**src/rtl/fp_absmin_reduce.sv**
```systemverilog
// Streams frames of IEEE-754 elements and reports the element of minimum (or maximum) magnitude with its frame index.
// Result appears one cycle after the last beat; input stalls while the result waits for m_ready.
module fp_absmin_reduce #(
    parameter int DATA_W   = 32,
    parameter int LANES    = 4,
    parameter int IDX_W    = 16,
    parameter int FIND_MAX = 0
) (
    input  logic                      clk,
    input  logic                      rst_n,
    input  logic                      s_valid,
    output logic                      s_ready,
    input  logic [LANES*DATA_W-1:0]   s_data,
    input  logic                      s_last,
    output logic                      m_valid,
    input  logic                      m_ready,
    output logic [DATA_W-1:0]         m_data,
    output logic [IDX_W-1:0]          m_idx
);

    typedef enum logic [1:0] {IDLE, ACC, OUT} state_t;

    localparam logic [IDX_W-1:0] LANES_W = IDX_W'(LANES);

    state_t             state_q, state_d;
    logic [DATA_W-1:0]  acc_dat_q, acc_dat_d;
    logic [IDX_W-1:0]   acc_idx_q, acc_idx_d;
    logic [IDX_W-1:0]   beat_cnt_q, beat_cnt_d;
    logic               live_q;

    logic [IDX_W-1:0]   base_idx;
    logic [DATA_W-1:0]  lane_dat;
    logic [DATA_W-1:0]  win_dat;
    logic [IDX_W-1:0]   win_idx;

    // Strict comparison: ties always keep the incumbent (lower index).
    function automatic logic better(input logic [DATA_W-2:0] cand, input logic [DATA_W-2:0] inc);
        if (FIND_MAX != 0) return cand > inc;
        else               return cand < inc;
    endfunction

    assign base_idx = beat_cnt_q * LANES_W;

    always_comb begin
        lane_dat = '0;
        win_dat  = s_data[0 +: DATA_W];
        win_idx  = base_idx;
        for (int k = 1; k < LANES; k++) begin
            lane_dat = s_data[k*DATA_W +: DATA_W];
            if (better(lane_dat[DATA_W-2:0], win_dat[DATA_W-2:0])) begin
                win_dat = lane_dat;
                win_idx = base_idx + IDX_W'(k);
            end
        end
    end

    always_comb begin
        state_d    = state_q;
        acc_dat_d  = acc_dat_q;
        acc_idx_d  = acc_idx_q;
        beat_cnt_d = beat_cnt_q;
        s_ready    = 1'b0;
        m_valid    = 1'b0;
        case (state_q)
            IDLE: begin
                // Held low until the first edge after reset release.
                s_ready = live_q;
                if (s_valid && live_q) begin
                    acc_dat_d  = win_dat;
                    acc_idx_d  = win_idx;
                    beat_cnt_d = beat_cnt_q + 1'b1;
                    state_d    = s_last ? OUT : ACC;
                end
            end
            ACC: begin
                s_ready = 1'b1;
                if (s_valid) begin
                    if (better(win_dat[DATA_W-2:0], acc_dat_q[DATA_W-2:0])) begin
                        acc_dat_d = win_dat;
                        acc_idx_d = win_idx;
                    end
                    beat_cnt_d = beat_cnt_q + 1'b1;
                    if (s_last) state_d = OUT;
                end
            end
            OUT: begin
                m_valid = 1'b1;
                if (m_ready) begin
                    state_d    = IDLE;
                    acc_dat_d  = '0;
                    acc_idx_d  = '0;
                    beat_cnt_d = '0;
                end
            end
            default: begin
                state_d = IDLE;
            end
        endcase
    end

    assign m_data = acc_dat_q;
    assign m_idx  = acc_idx_q;

    always_ff @(posedge clk or negedge rst_n) begin
        if (!rst_n) begin
            state_q    <= IDLE;
            acc_dat_q  <= '0;
            acc_idx_q  <= '0;
            beat_cnt_q <= '0;
            live_q     <= 1'b0;
        end else begin
            state_q    <= state_d;
            acc_dat_q  <= acc_dat_d;
            acc_idx_q  <= acc_idx_d;
            beat_cnt_q <= beat_cnt_d;
            live_q     <= 1'b1;
        end
    end

endmodule

```
**config.mk**
```make
export PLATFORM = sky130hd
export DESIGN_NAME = fp_absmin_reduce
export DESIGN_NICKNAME = d
export VERILOG_FILES = /design/src/rtl/fp_absmin_reduce.sv
export SDC_FILE = /design/constraint.sdc
export NUM_CORES = 1
export LEC_CHECK = 0
export BUFFER_PORTS_ARGS = -buffer_cell sky130_fd_sc_hd__buf_4
export CAP_MARGIN = 20
export CORE_ASPECT_RATIO = 0.5
export CORE_MARGIN = 4
export CORE_UTILIZATION = 55
export CTS_BUF_LIST = sky130_fd_sc_hd__clkbuf_16
export DETAILED_ROUTE_END_ITERATION = 10
export GPL_TIMING_DRIVEN = 0
export PLACE_DENSITY_LB_ADDON = 0.3
export SLEW_MARGIN = 40
export SYNTH_ARGS = -nofsm -noshare
export SYNTH_HDL_FRONTEND = slang
export SYNTH_SLANG_ARGS = --single-unit
export TNS_END_PERCENT = 5
```
**constraint.sdc**
```tcl
create_clock -name clk -period 4.3 [get_ports clk]
set_input_delay 0.215 -clock clk [delete_from_list [all_inputs] [get_ports clk]]
set_output_delay 0.215 -clock clk [all_outputs]
set_load 0.01 [all_outputs]
```
==> impl_metrics.csv <==
group,metric,value,unit
run_status,status,"finished with violations",
run_status,violations,"negative setup slack",
routing,drc,0,
grt,first_global_vias,8156,
sta,skew,4.90,ps
yosys,synth_edf_count,0,
grt,grt_pass1_wl,42.9,mm
grt,grt_start_max_net_pins,66,
placement,gp_congestion,0.929,
placement,io_buffers,182,
cts,clk-insertion-delay-late,330,ps
yosys,ys.warnings.count,0,
cts,cts_root_buffer,"clkbuf_16",
sta,finalSetupViolCount,48,
final_layout,final_common_cell,"buf_4",
yosys,synth_area_leaders,"dfrtp_1 (22%), ha_1 (20%), o31ai_4 (8.2%)",
grt,grt_antenna_before_repair,0,
yosys,synth_mux_area_share,4.94,%
worst_setup_path,critPathLaunchType,"primary input",
yosys,ys_seq_area_share,21.6,%
cts,cts_max_level,3,
cts,cts_buffers,9,
final_layout,layout.nets,1355,
final_layout,instances_no_fill,1276,
yosys,synth_compound_area_share,30.8,%
worst_setup_path,cp.required,4510,ps
final_layout,mostFrequentLayoutCells,"buf_4 (227), inv_1 (90), ha_1 (74)",
sta,hold_viol,0,
cts,clockBufferDepth,2,
yosys,syn_area,7520,sq um
routing,first_iter_violations,1149,
grt,grt_use_total,33.7,%
floorplanning,io_pins,183,
final_layout,antenna_cells_inserted,0,
routing,first_pass_iters,8,
worst_setup_path,path_class,"in -> reg",
floorplanning,die_x,173,microns
cts,cts_tree,"done",
floorplanning,core_area,13000,sq um
sta,period_share,203,%
floorplanning,dieArea,15700,sq um
grt,met2_usage,55.7,%
worst_setup_path,cp_top_family,"compound AO/OA/AOI/OAI gates",
routing,wl_per_cell,27.2,microns
yosys,synth_top_area_cell,"dfrtp_1",
grt,met1_usage,43.7,%
sta,finalMaxSlewViolations,0,
grt,gr-total-overflow,0,
power_and_ir_drop,power.density,469,nW/um^2
yosys,syn_nets,1094,
worst_setup_path,cp_slowest_cell,"a311o_1",
worst_setup_path,worstPathArrival,8920,ps
yosys,synth_cells,840,
grt,grtUsageMet3,8.16,%
sta,rsz0062_at_grt,"yes",
final_layout,synthToLayoutAreaGrowth,57.2,%
routing,wl,34.7,mm
placement,dp_hpwl,19.6,mm
sta,layout_setup_ws,-4410,ps
grt,grt.busiest_layer,"met2",
yosys,synthDistinctLibCells,59,
routing,final_antenna_net_count,0,
routing,vias,8999,
placement,preCtsSetupSlack,-4510,ps
routing,drt-vias-per-instance,7.05,
yosys,synth_top_area_share,21.6,%
yosys,synth_top_family_by_area,"compound AO/OA/AOI/OAI gates",
cts,cts.sinks,65,
worst_setup_path,worstSetupEndpointType,"flip-flop",
power_and_ir_drop,total_power,5.55,mW
yosys,synthAdderAreaFrac,20.1,%
worst_setup_path,crit_buf_inv,12,
placement,place_inst,1192,
sta,tightest_slew,607,ps
sta,fin_tns_setup,-209210,ps
power_and_ir_drop,leakagePower,5.41,nW
yosys,synthArstFlopShare,100,%
cts,path_clk_slew,50,ps
worst_setup_path,crit_fanout,10,
yosys,synth-seq-cells,65,
floorplanning,initial_core_util,57.8,%
yosys,ys.flop_type,"dfrtp_1",
sta,fmax,115,MHz
yosys,synth-xor-area-share,1.40,%
floorplanning,die_h,90.7,microns
min_path,hp-class,"in -> reg",
worst_setup_path,slowest_delay,440,ps
final_layout,drive_gt1_share,51.7,%
power_and_ir_drop,ir_drop,0.289,mV
yosys,synth-simple-area-share,13.2,%
job,drv_cap,0,
yosys,syn_avg_cell_area,8.96,sq um
sta,relSlewSlack,59.2,%
floorplanning,rows,29,
sta,post-route-min-period,8710,ps
-- kinds of logic after synthesis --
family          after synthesis
compound gates              273
xor+xnor                     12
fa+ha+maj                   121
buf+inv                     141
flops                        65
mux                          33
other cells                   1
simple gates                194
-- flip-flops by register name, indices dropped and copies added, names as in the netlist --
name / count
live_q: 1
state_q: 2
beat_cnt_q: 14
m_idx: 16
m_data: 32
-- metrics by stage --
| stage | utilization [%] | cell area (sq um) | hold slack (ps) |
|---|---|---|---|
| 2_1_floorplan | - | 8220 | -80.6 |
| 3_3_place_gp | 75.2 | 9800 | 350 |
| 3_5_place_dp | 75.2 | 9800 | 355 |
| 4_1_cts | 84.0 | 10900 | 8.44 |
| 5_1_grt | 90.8 | 11800 | 92.0 |
| 6_report | 90.8 | 11800 | 76.9 |
-- report_power, final --
part,switching (mW),internal [mW],total (mW)
combinational,2.01,1.78,3.79
sequential,0.207,0.805,1.01
clock,0.257,0.497,0.753
total,2.47,3.08,5.55
-- cells in the mapped netlist (6+ instances only) --
| library cell | n |
|---|---|
| ha_1 | 121 |
| inv_1 | 101 |
| a21oi_1 | 68 |
| dfrtp_1 | 65 |
| a22o_1 | 46 |
| nand2_1 | 37 |
| nor3_1 | 37 |
| o211ai_1 | 36 |
| or2_2 | 32 |
| mux2_2 | 31 |
| nor2_1 | 31 |
| o31ai_4 | 29 |
| o21ai_0 | 25 |
| clkbuf_1 | 21 |
| nand4_1 | 19 |
| a21o_1 | 16 |
| nand3_1 | 13 |
| buf_2 | 9 |
| xor2_1 | 9 |
| a211oi_1 | 8 |
| o21ai_1 | 7 |
| nor2b_1 | 6 |
-- metal layers --
layer  share of wire, %  up-vias
met2                 45      851
met5                  0        -
met3                 12      287
li1                   -     3640
met4                7.4        0
met1                 35     4221
-- worst paths after layout --
kind / slack, ps / endpoint / cells past startpoint / from
worst max-delay path: -4410 / m_data[1]$_DFFE_PN0P_ / 45 / s_data[30]
worst min-delay path: 80 / state_q[0]$_DFFE_PN0P_ / 2 / s_last
worst max register to register: 1500 / m_data[1]$_DFFE_PN0P_ / 12 / m_data[28]$_DFFE_PN0P_
worst min register to register: 500 / m_idx[11]$_DFFE_PN0P_ / 1 / m_idx[11]$_DFFE_PN0P_
max in group asynchronous: 3430 / m_data[11]$_DFFE_PN0P_ / 2 / rst_n
min in group asynchronous: 430 / m_idx[14]$_DFFE_PN0P_ / 2 / rst_n
-- worst reg2reg max path: cells and delay by family (launching register included) --
kind / cells / cell delay [ps]
AO/OA/AOI/OAI: 3 / 780
buffers and inverters: 3 / 340
AND/OR/NAND/NOR: 5 / 870
adder cells (fa/ha/maj): 1 / 290
flip-flops: 1 / 380
-- layout make-up --
class	instances	area (sq um)
plain buffers	38	483
clock buffers	9	225
clock inverters	7	78.8
fillers	487	1200
inverters	101	394
multi-input cells	634	6720
flip-flops and latches	65	1630
well taps	170	213
repair buffers	252	2090
-- timing repair --
item	in CTS	in global routing
endpoints found under the setup margin	48	48
cloned	7	3
pin swaps	39	83
hold buffers	0	1
hold endpoints to repair	0	65
gates resized for setup	98	122
setup buffers	36	23
No activity file was read; power rests on OpenSTA's default activity.
